### src/rtl/fnanunbox_pkg.sv
// Shared FP definitions: format codes, per-format field widths, fclass bit
// indices and the unpacked-operand record used by the unbox and fclass paths.
package fnanunbox_pkg;

  localparam logic [1:0] S_FMT = 2'b00;
  localparam logic [1:0] D_FMT = 2'b01;
  localparam logic [1:0] H_FMT = 2'b10;
  localparam logic [1:0] Q_FMT = 2'b11;

  localparam int unsigned S_LEN = 32;
  localparam int unsigned S_NE  = 8;
  localparam int unsigned S_NF  = 23;
  localparam int unsigned D_LEN = 64;
  localparam int unsigned D_NE  = 11;
  localparam int unsigned D_NF  = 52;
  localparam int unsigned H_LEN = 16;
  localparam int unsigned H_NE  = 5;
  localparam int unsigned H_NF  = 10;
  localparam int unsigned Q_LEN = 128;
  localparam int unsigned Q_NE  = 15;
  localparam int unsigned Q_NF  = 112;

  localparam int unsigned CLS_NINF  = 0;
  localparam int unsigned CLS_NNORM = 1;
  localparam int unsigned CLS_NSUB  = 2;
  localparam int unsigned CLS_NZERO = 3;
  localparam int unsigned CLS_PZERO = 4;
  localparam int unsigned CLS_PSUB  = 5;
  localparam int unsigned CLS_PNORM = 6;
  localparam int unsigned CLS_PINF  = 7;
  localparam int unsigned CLS_SNAN  = 8;
  localparam int unsigned CLS_QNAN  = 9;

  // Sized for the widest format; narrower builds use the low exp / high frac bits.
  typedef struct packed {
    logic           sgn;
    logic [Q_NE-1:0] exp;
    logic [Q_NF-1:0] frac;
    logic [9:0]     cls;
    logic           unboxed;
    logic           illegal;
  } unpacked_t;

  function automatic int unsigned fmt_len(input logic [1:0] fmt);
    case (fmt)
      S_FMT:   return S_LEN;
      D_FMT:   return D_LEN;
      H_FMT:   return H_LEN;
      default: return Q_LEN;
    endcase
  endfunction

  function automatic logic [Q_NE-1:0] exp_ones(input logic [1:0] fmt);
    case (fmt)
      S_FMT:   return 15'h00ff;
      D_FMT:   return 15'h07ff;
      H_FMT:   return 15'h001f;
      default: return 15'h7fff;
    endcase
  endfunction

endpackage

### src/rtl/fnanunbox_fclassify.sv
// Combinational fclass: unpacked sign/exponent/left-aligned fraction to the
// 10-bit one-hot class mask. Shared with the fclass instruction path.
module fclassify
  import fnanunbox_pkg::*;
#(
  parameter int unsigned NE = 11,
  parameter int unsigned NF = 52
) (
  input  logic [1:0]    fmt,
  input  logic          sgn,
  input  logic [NE-1:0] exp,
  input  logic [NF-1:0] frac,
  output logic [9:0]    cls
);

  logic exp_max;
  logic exp_zero;
  logic frac_zero;

  assign exp_max   = (exp == NE'(exp_ones(fmt)));
  assign exp_zero  = (exp == '0);
  assign frac_zero = (frac == '0);

  always_comb begin
    cls = '0;
    if (exp_max) begin
      if (frac_zero)          cls[sgn ? CLS_NINF : CLS_PINF] = 1'b1;
      else if (frac[NF-1])    cls[CLS_QNAN] = 1'b1;
      else                    cls[CLS_SNAN] = 1'b1;
    end else if (exp_zero) begin
      if (frac_zero)          cls[sgn ? CLS_NZERO : CLS_PZERO] = 1'b1;
      else                    cls[sgn ? CLS_NSUB : CLS_PSUB] = 1'b1;
    end else begin
      cls[sgn ? CLS_NNORM : CLS_PNORM] = 1'b1;
    end
  end

endmodule

### src/rtl/fnanunbox.sv
// NaN-box check, canonical-NaN substitution, unpack and fclass in a two-stage
// valid/ready pipeline. Half precision is enabled by defining ZFH_SUPPORT_EN.
module fnanunbox
  import fnanunbox_pkg::*;
#(
  parameter int unsigned FLEN = 64,
  parameter int unsigned NE   = (FLEN == 128) ? 15 : (FLEN == 64) ? 11 : 8,
  parameter int unsigned NF   = (FLEN == 128) ? 112 : (FLEN == 64) ? 52 : 23
) (
  input  logic            clk,
  input  logic            reset,
  input  logic            Flush,
  input  logic            InValid,
  output logic            InReady,
  input  logic [FLEN-1:0] X,
  input  logic [1:0]      Fmt,
  output logic            OutValid,
  input  logic            OutReady,
  output logic [1:0]      OutFmt,
  output logic            OutSgn,
  output logic [NE-1:0]   OutExp,
  output logic [NF-1:0]   OutFrac,
  output logic [9:0]      OutClass,
  output logic            OutUnboxed,
  output logic            OutIllegalFmt
);

  function automatic logic fmt_legal(input logic [1:0] f);
    case (f)
      S_FMT:   return 1'b1;
      D_FMT:   return FLEN >= 64;
`ifdef ZFH_SUPPORT_EN
      H_FMT:   return 1'b1;
`else
      H_FMT:   return 1'b0;
`endif
      default: return FLEN == 128;
    endcase
  endfunction

  logic            s1_valid;
  logic [FLEN-1:0] x_q;
  logic [1:0]      fmt_q;
  logic            boxed_q;
  logic            illegal_q;
  logic [FLEN-1:0] lowmask;
  logic            boxed_d;
  logic            s1_ready;
  logic            s2_ready;

  assign s2_ready = !OutValid || OutReady;
  assign s1_ready = !s1_valid || s2_ready;
  assign InReady  = s1_ready;

  // Bits inside the format are forced to 1 so only the box bits decide.
  always_comb begin
    lowmask = '0;
    for (int i = 0; i < FLEN; i++) lowmask[i] = (i < int'(fmt_len(Fmt)));
  end
  assign boxed_d = &(X | lowmask);

  logic          d_sgn, q_sgn, h_sgn;
  logic [NE-1:0] d_exp, q_exp, h_exp;
  logic [NF-1:0] d_frac, q_frac, h_frac;

  if (FLEN >= 64) begin : g_dfmt
    assign d_sgn  = x_q[63];
    assign d_exp  = NE'(x_q[62:52]);
    assign d_frac = NF'(x_q[51:0]) << (NF - D_NF);
  end else begin : g_nodfmt
    assign d_sgn  = 1'b0;
    assign d_exp  = '0;
    assign d_frac = '0;
  end

  if (FLEN == 128) begin : g_qfmt
    assign q_sgn  = x_q[127];
    assign q_exp  = NE'(x_q[126:112]);
    assign q_frac = NF'(x_q[111:0]);
  end else begin : g_noqfmt
    assign q_sgn  = 1'b0;
    assign q_exp  = '0;
    assign q_frac = '0;
  end

`ifdef ZFH_SUPPORT_EN
  assign h_sgn  = x_q[15];
  assign h_exp  = NE'(x_q[14:10]);
  assign h_frac = NF'(x_q[9:0]) << (NF - H_NF);
`else
  assign h_sgn  = 1'b0;
  assign h_exp  = '0;
  assign h_frac = '0;
`endif

  logic [1:0]    efmt;
  logic          sgn_n;
  logic [NE-1:0] exp_n;
  logic [NF-1:0] frac_n;
  logic [9:0]    cls_n;

  always_comb begin
    efmt   = illegal_q ? S_FMT : fmt_q;
    sgn_n  = x_q[31];
    exp_n  = NE'(x_q[30:23]);
    frac_n = NF'(x_q[22:0]) << (NF - S_NF);
    case (efmt)
      D_FMT:   begin sgn_n = d_sgn; exp_n = d_exp; frac_n = d_frac; end
      H_FMT:   begin sgn_n = h_sgn; exp_n = h_exp; frac_n = h_frac; end
      Q_FMT:   begin sgn_n = q_sgn; exp_n = q_exp; frac_n = q_frac; end
      default: ;
    endcase
    if (illegal_q || !boxed_q) begin
      sgn_n  = 1'b0;
      exp_n  = NE'(exp_ones(efmt));
      frac_n = {1'b1, {(NF-1){1'b0}}};
    end
  end

  fclassify #(
    .NE(NE),
    .NF(NF)
  ) u_fclassify (
    .fmt (efmt),
    .sgn (sgn_n),
    .exp (exp_n),
    .frac(frac_n),
    .cls (cls_n)
  );

  always_ff @(posedge clk or posedge reset) begin
    if (reset) begin
      s1_valid      <= 1'b0;
      x_q           <= '0;
      fmt_q         <= '0;
      boxed_q       <= 1'b0;
      illegal_q     <= 1'b0;
      OutValid      <= 1'b0;
      OutFmt        <= '0;
      OutSgn        <= 1'b0;
      OutExp        <= '0;
      OutFrac       <= '0;
      OutClass      <= '0;
      OutUnboxed    <= 1'b0;
      OutIllegalFmt <= 1'b0;
    end else if (Flush) begin
      s1_valid <= 1'b0;
      OutValid <= 1'b0;
    end else begin
      if (s1_ready) begin
        s1_valid <= InValid;
        if (InValid) begin
          x_q       <= X;
          fmt_q     <= Fmt;
          boxed_q   <= boxed_d;
          illegal_q <= !fmt_legal(Fmt);
        end
      end
      if (s2_ready) begin
        OutValid <= s1_valid;
        if (s1_valid) begin
          OutFmt        <= fmt_q;
          OutSgn        <= sgn_n;
          OutExp        <= exp_n;
          OutFrac       <= frac_n;
          OutClass      <= cls_n;
          OutUnboxed    <= !illegal_q && !boxed_q;
          OutIllegalFmt <= illegal_q;
        end
      end
    end
  end

endmodule
### config.mk
export PLATFORM = sky130hd
export DESIGN_NAME = fnanunbox
export DESIGN_NICKNAME = d
export VERILOG_FILES = /design/src/rtl/fnanunbox_pkg.sv /design/src/rtl/fnanunbox_fclassify.sv /design/src/rtl/fnanunbox.sv
export SDC_FILE = /design/constraint.sdc
export NUM_CORES = 1
export LEC_CHECK = 0
export CORE_UTILIZATION = 31
export DETAILED_ROUTE_END_ITERATION = 7
export SLEW_MARGIN = 10
export SYNTH_ARGS = -nofsm -noshare
export SYNTH_HDL_FRONTEND = slang
export SYNTH_SLANG_ARGS = --single-unit
### constraint.sdc
create_clock -name clk -period 6.4 [get_ports clk]
set_clock_uncertainty 0.15 [all_clocks]
set_input_delay 1.92 -clock clk [delete_from_list [all_inputs] [get_ports clk]]
set_output_delay 1.92 -clock clk [all_outputs]
set_load 0.01 [all_outputs]
==> flow_metrics.env, run 1 <==
export IMPL_drv_cap=0
export IMPL_dr_pass1_iters=4
export IMPL_syn_avg_cell_area_sq_um=12.3
export IMPL_r2r_start="fmt_q[0]"
export IMPL_area_delta_synth_final_pct=36.0
export IMPL_synthAdderAreaFrac_pct=0
export IMPL_post_drt_wl_per_cell_microns=18.5
export IMPL_synth_nets=596
export IMPL_first_iter_violations=190
export IMPL_yosys_warnings=0
export IMPL_cts_max_level=4
export IMPL_cp_start_kind="primary input"
export IMPL_cts_sinks=148
export IMPL_numCtsBuffers=17
export IMPL_layout_drive_gt1_share_pct=19.2
export IMPL_antenna_found_initial=0
export IMPL_synth_area_top_cells="dfrtp_1 57%, mux2_2 12%, mux2i_1 4.3%"
export IMPL_root_buffer="clkbuf_16"
export IMPL_rsz0062_at_grt="no"
export IMPL_grt_pass1_wl_microns=28100
export IMPL_p_leak_nw=3.70
export IMPL_die_width_microns=147
export IMPL_power_mw=2.70
export IMPL_synth_compound_area_share_pct=11.3
export IMPL_die_area_sq_um=21500
export IMPL_tns_ns=0
export IMPL_num_rows=52
export IMPL_grt_pass1_vias=4881
export IMPL_synth_top_area_share_pct=57.2
export IMPL_p_per_area_nw_per_um2=306
export IMPL_worst_r2r_setup_slack_ns=3.53
export IMPL_synth_seq_area_share_pct=57.2
export IMPL_start_util_pct=31.8
export IMPL_vias=4725
export IMPL_io_pins=151
export IMPL_relSlewSlack_pct=22.5
export IMPL_critical_path_class="in2out"
export IMPL_design_core_area_sq_um=20400
export IMPL_dieHeight_microns=147
export IMPL_grt_overflow=0
export IMPL_cp_required_ns=4.33
export IMPL_setup_worst_path_end_class="output port"
export IMPL_path_common_cell="clkdlybuf4s50_1"
export IMPL_syn_inst=525
export IMPL_port_buffers=150
export IMPL_cts_tree="built"
export IMPL_drcViolationCount=0
export IMPL_synth_top_family_by_area="multiplexers"
export IMPL_synth_cell_types=46
export IMPL_dpl_hpwl_microns=12800
export IMPL_holdWs_ns=0.329
export IMPL_clkTransAtPathRegs_ns=0.06
export IMPL_hold_class="reg2reg"
export IMPL_crit_path_max_incr_delay_ns=0.48
export IMPL_fillers=1871
export IMPL_yosys_register_bits=148
export IMPL_post_cts_buffers=0
export IMPL_cp_arrival_ns=3.12
export IMPL_setup_worst_path_start="OutReady"
export IMPL_clk_latency_ns=0.41
export IMPL_hold_violations=0
export IMPL_hp_start="OutFrac[35]"
export IMPL_drt_wl_total_microns=17600
export IMPL_worstMarginPinSlew_ns=1.16
export IMPL_cp_cell_sequence="clkdlybuf4s50_1 > nor2b_2 > nand2_1 > clkdlybuf4s50_1"
export IMPL_setup_viol=0
export IMPL_drtAntennaViolNets=0
export IMPL_layout_nets=740
export IMPL_outcome="complete, no violations"
export IMPL_finalCritPeriodShare_pct=81.1
export IMPL_cts_resized=0
export IMPL_clockBufferDepth=2
export IMPL_ir_drop_v=0.000171
export IMPL_maxSlewViolCount=0
export IMPL_grt_max_degree=79
export IMPL_viasPerCell=4.96
export IMPL_yosys_area_top_type="dfrtp_1"
export IMPL_synth_area_sq_um=6470
export IMPL_gr_usage_all_layers_pct=17.1
export IMPL_cts_hold_buffers_added=0
export IMPL_antenna_cells=0
export IMPL_slowest_stage="clkdlybuf4s50_1"
export IMPL_fin_crit_ns=5.19
export IMPL_gp_congestion=0.830
export IMPL_synthSimpleGateAreaFrac_pct=11.7
export IMPL_synth_mux_area_share_pct=16.2
export IMPL_max_freq_mhz=193
export IMPL_synthXorXnorAreaFrac_pct=0
export IMPL_critPathMaxFanout=5
synth_stat cells (all sizes together):
master	count
o41ai	1
o31ai	5
nor3b	1
buf	23
a211oi	4
nand2	70
nor3	4
nor2	20
a21o	4
a22o	32
o21bai	1
mux2i	28
a32o	2
clkbuf	10
inv	3
o21ai	37
nand2b	10
or3b	1
nor4	16
nand4	14
a2111oi	4
and2b	1
a31oi	1
dfrtp	148
a21oi	5
and3b	2
nor2b	2
mux2	68
nand3b	3
nand3	5
kinds of logic after synthesis:
logic type      Yosys count
mux                      96
simple gates            149
compound gates           96
buf+inv                  36
flops                   148
flip-flops by register name (all words and copies together), names as in the netlist:
signal and count:
OutUnboxed 1, OutValid 1, OutExp 11, OutSgn 1
s1_valid 1, boxed_q 1, fmt_q 2, x_q 64
OutFrac 52, OutIllegalFmt 1, illegal_q 1, OutFmt 2
OutClass 10
routing by layer:
| layer | global-route usage [%] | up-vias | wire [microns] |
|---|---|---|---|
| li1 | - | 2205 | - |
| met1 | 23.8 | 2369 | 8330 |
| met2 | 26.8 | 138 | 8240 |
| met3 | 4.25 | 13 | 841 |
| met4 | 3.80 | 0 | 212 |
| met5 | 0 | - | 0 |
per-stage QoR:
step / cell area, sq um / util (%) / std cells / setup slack, ns
floorplan: 6470 / - / 525 / 0.350
global placement: 8160 / 40.1 / 920 / 1.23
detailed placement: 8160 / 40.1 / 920 / 1.21
CTS: 8800 / 43.2 / 952 / 1.21
global route: 8800 / 43.2 / 952 / 1.14
finish: 8800 / 43.2 / 952 / 1.21
worst max-delay path, delay by kind of cell:
kind / cells / cell delay [ns]
buffers and inverters: 2 / 0.89
AND/OR/NAND/NOR: 2 / 0.31
final cells by class:
class	count	area, sq um	share of cell area (%)
multi-input cells	341	2540	28.9
clock inverters	14	201	2.29
flip-flops and latches	148	3700	42.1
repair buffers	158	1560	17.7
clock buffers	18	439	4.99
well taps	270	338	3.84
inverters	3	16.3	0.185
layout by cell type, fill, tap and decap left out, types with 2 or more instances in the layout:
master,instances
nor4_1,12
nand3b_1,3
a21oi_1,3
o21ai_1,8
clkinvlp_4,5
clkinv_4,2
inv_1,2
clkbuf_16,17
a2111oi_4,2
nor3_1,4
a21o_1,4
nor2_1,18
nand2_1,70
nor2_2,2
bufinv_16,4
a2111oi_0,2
nand4_1,14
buf_4,8
o31ai_2,2
a22o_1,31
nand2b_1,9
mux2_2,68
o31ai_1,3
clkdlybuf4s50_1,150
inv_6,4
nand3_1,4
mux2i_1,28
a211oi_1,4
nor4_2,4
dfrtp_1,147
o21ai_0,29
report_power, final:
group / switching (mW) / total [mW] / internal, mW
combinational: 0.194 / 0.448 / 0.255
clock: 0.404 / 1.07 / 0.668
sequential: 0.124 / 1.18 / 1.05
total: 0.722 / 2.70 / 1.97
worst paths after layout:
kind | cells past startpoint | to
max | 4 | InReady
min | 2 | OutFrac[35]
max reg2reg | 7 | OutClass[1]
min reg2reg | 2 | OutFrac[35]
max in group asynchronous | 3 | x_q[37]
min in group asynchronous | 2 | OutFrac[35]
Power figures use the tool's default switching activity.
==> run 2, diff against run 1 <==
==> constraint.sdc (replaced) <==
create_clock -name clk -period 4.3 [get_ports clk]
set_clock_uncertainty 0.15 [all_clocks]
set_input_delay 1.29 -clock clk [delete_from_list [all_inputs] [get_ports clk]]
set_output_delay 1.29 -clock clk [all_outputs]
set_load 0.01 [all_outputs]
==> run 2 against run 1 <==
Effect of this change:
- first-iteration DRC count is 36% higher
- wire length fell by 1.1%
- clock-buffer cell count grew 1
- combinational power increased by 48%
- global-route usage decreased by 0.098 points
- setup slack got worse by 0.85 ns
==> flow_metrics.env, run 2 (synthesis gave the netlist of run 1 again) <==
export IMPL_outcome="complete, no violations"
export IMPL_critPathMaxFanout=5
export IMPL_p_leak_nw=3.70
export IMPL_ir_drop_v=0.000257
export IMPL_cp_start_kind="primary input"
export IMPL_cp_required_ns=2.86
export IMPL_cp_arrival_ns=2.50
export IMPL_cts_sinks=148
export IMPL_hold_class="reg2reg"
export IMPL_relSlewSlack_pct=42.3
export IMPL_vias=4698
export IMPL_die_width_microns=147
export IMPL_power_mw=3.86
export IMPL_critical_path_class="in2out"
export IMPL_numCtsBuffers=17
export IMPL_drtAntennaViolNets=0
export IMPL_worstRegToRegCells=7
export IMPL_io_pins=151
export IMPL_clkTransAtPathRegs_ns=0.06
export IMPL_swShare_pct=28.0
export IMPL_dpl_hpwl_microns=12500
export IMPL_cts_tree="built"
export IMPL_post_drt_wl_per_cell_microns=18.3
export IMPL_design_core_area_sq_um=20400
export IMPL_dr_pass1_iters=4
export IMPL_clockBufferDepth=2
export IMPL_tns_ns=0
export IMPL_worst_r2r_setup_slack_ns=1.55
export IMPL_largest_reg_flops=64
export IMPL_p_per_area_nw_per_um2=439
export IMPL_start_util_pct=31.8
export IMPL_drcViolationCount=0
export IMPL_num_rows=52
export IMPL_grt_pass1_wl_microns=27800
export IMPL_post_cts_buffers=0
export IMPL_port_buffers=150
export IMPL_gr_usage_all_layers_pct=17.0
export IMPL_cts_hold_buffers_added=0
export IMPL_slowest_stage="clkdlybuf4s50_1"
export IMPL_clk_latency_ns=0.42
export IMPL_cts_max_level=4
export IMPL_viasPerCell=4.93
export IMPL_setup_worst_path_end_class="output port"
export IMPL_p_int_mw=2.78
export IMPL_antenna_cells=0
export IMPL_rsz0062_at_grt="no"
export IMPL_area_delta_synth_final_pct=35.8
export IMPL_path_common_cell="clkdlybuf4s50_1"
export IMPL_maxSlewViolCount=0
export IMPL_cp_cell_sequence="clkdlybuf4s50_1 > nor2b_2 > nand2_1 > clkdlybuf4s50_1"
export IMPL_grt_max_degree=70
export IMPL_power_share_clock_pct=37.3
export IMPL_hold_violations=0
export IMPL_placed_cell_area_sq_um=8220
export IMPL_final_cell_mix="150 x clkdlybuf4s50_1, 147 x dfrtp_1, 70 x nand2_1, 68 x mux2_2, 31 x a22o_1"
export IMPL_worstMarginPinSlew_ns=0.865
export IMPL_largestRegisters="x_q x64, OutFrac x52, OutExp x11"
export IMPL_hp_start="OutFrac[29]"
export IMPL_layout_nets=741
export IMPL_fin_area_sq_um=8800
export IMPL_finalCritPeriodShare_pct=91.7
export IMPL_crit_family="buffers and inverters"
export IMPL_gp_congestion=0.811
export IMPL_drt_wl_total_microns=17400
export IMPL_crit_path_max_incr_delay_ns=0.48
export IMPL_die_area_sq_um=21500
export IMPL_antenna_found_initial=0
export IMPL_p_sw_mw=1.08
export IMPL_grt_overflow=0
export IMPL_drv_cap=0
export IMPL_path_depth=4
export IMPL_hold_end="OutFrac[29]"
export IMPL_cts_resized=0
export IMPL_final_common_cell="clkdlybuf4s50_1"
export IMPL_first_iter_violations=258
export IMPL_grt_pass1_vias=4898
export IMPL_pwr_share_comb_pct=17.2
export IMPL_root_buffer="clkbuf_16"
export IMPL_p_seq_share_pct=45.5
export IMPL_max_freq_mhz=254
export IMPL_path_buf_inv=2
export IMPL_r2r_start="fmt_q[0]"
export IMPL_setup_viol=0
export IMPL_largest_register="x_q"
export IMPL_holdPathStages=2
export IMPL_layout_drive_gt1_share_pct=19.3
export IMPL_fillers=1908
export IMPL_worstReg2RegEnd="OutClass[8]"
export IMPL_dieHeight_microns=147
export IMPL_fin_crit_ns=3.94
==> run 2: cell count changes in the layout (fill, tap and decap cells not counted), sizes merged <==
cell / previous run / this run
buf: 8 / 9
bufinv: 4 / 1
clkbuf: 18 / 19
clkinv: 2 / 4
==> run 2: worst max path at each step <==
stage	startpoint	end	slack (ns)
3_5_place_dp	OutReady	InReady	0.35
5_1_grt	OutReady	InReady	0.28
3_3_place_gp	OutReady	InReady	0.40
4_1_cts	OutReady	InReady	0.34
6_report	OutReady	InReady	0.36
2_1_floorplan	reset	OutClass[0]	1.0
==> run 2: per-stage QoR <==
step	hold WS, ns	instances	utilization (%)	setup WS [ns]
detailed placement	0.316	921	40.4	0.349
finish	0.330	953	43.2	0.356
floorplan	0.324	525	-	0.999
CTS	0.336	953	43.2	0.342
global route	0.347	953	43.2	0.279
global placement	0.312	921	40.4	0.396
==> run 2: layer usage <==
metal  up-vias  wire length, microns  global-route usage, %
met5         -                     0                      0
met1      2372                  8440                   23.7
met4         0                   116                   5.16
li1       2197                     -                      -
met2       122                  8280                   26.8
met3         7                   588                   3.19
==> run 2: area by class of cell <==
cell class,instances,area [sq um],area share [%]
timing repair buffer,159,1620,18.4
multi-input combinational,341,2540,28.9
inverter,3,15.0,0.171
clock buffer,19,453,5.15
tap,270,338,3.84
clock inverter,13,123,1.39
sequential,148,3700,42.1
==> run 2: power groups by stage <==
stage                     logic (mW)  clock network [mW]  registers (mW)
after detailed placement       0.670                   0            1.78
final                          0.664                1.44            1.76
after floorplan                0.380                   0            1.73
after CTS                      0.672                1.48            1.76
after global placement         0.657                   0            1.78
after global routing           0.723                1.54            1.79
==> run 2: worst reg2reg max path: stages (launching register included) <==
cell and delay, ns:
dfrtp_2 0.92, buf_4 0.46, nor2b_1 0.26, a2111oi_4 0.08
o21bai_2 0.21, a21oi_2 0.29, nand2_1 0.11, o31ai_2 0.18
==> run 3, diff against run 2 <==
--- a/config.mk
+++ b/config.mk
@@ -5,6 +5,7 @@
 export SDC_FILE = /design/constraint.sdc
 export NUM_CORES = 1
 export LEC_CHECK = 0
+export CAP_MARGIN = 20
 export CORE_UTILIZATION = 31
 export DETAILED_ROUTE_END_ITERATION = 7
 export SLEW_MARGIN = 10
==> results of run 3 <==
Same layout as run 2: the final DEF is identical, and so are final timing and power.
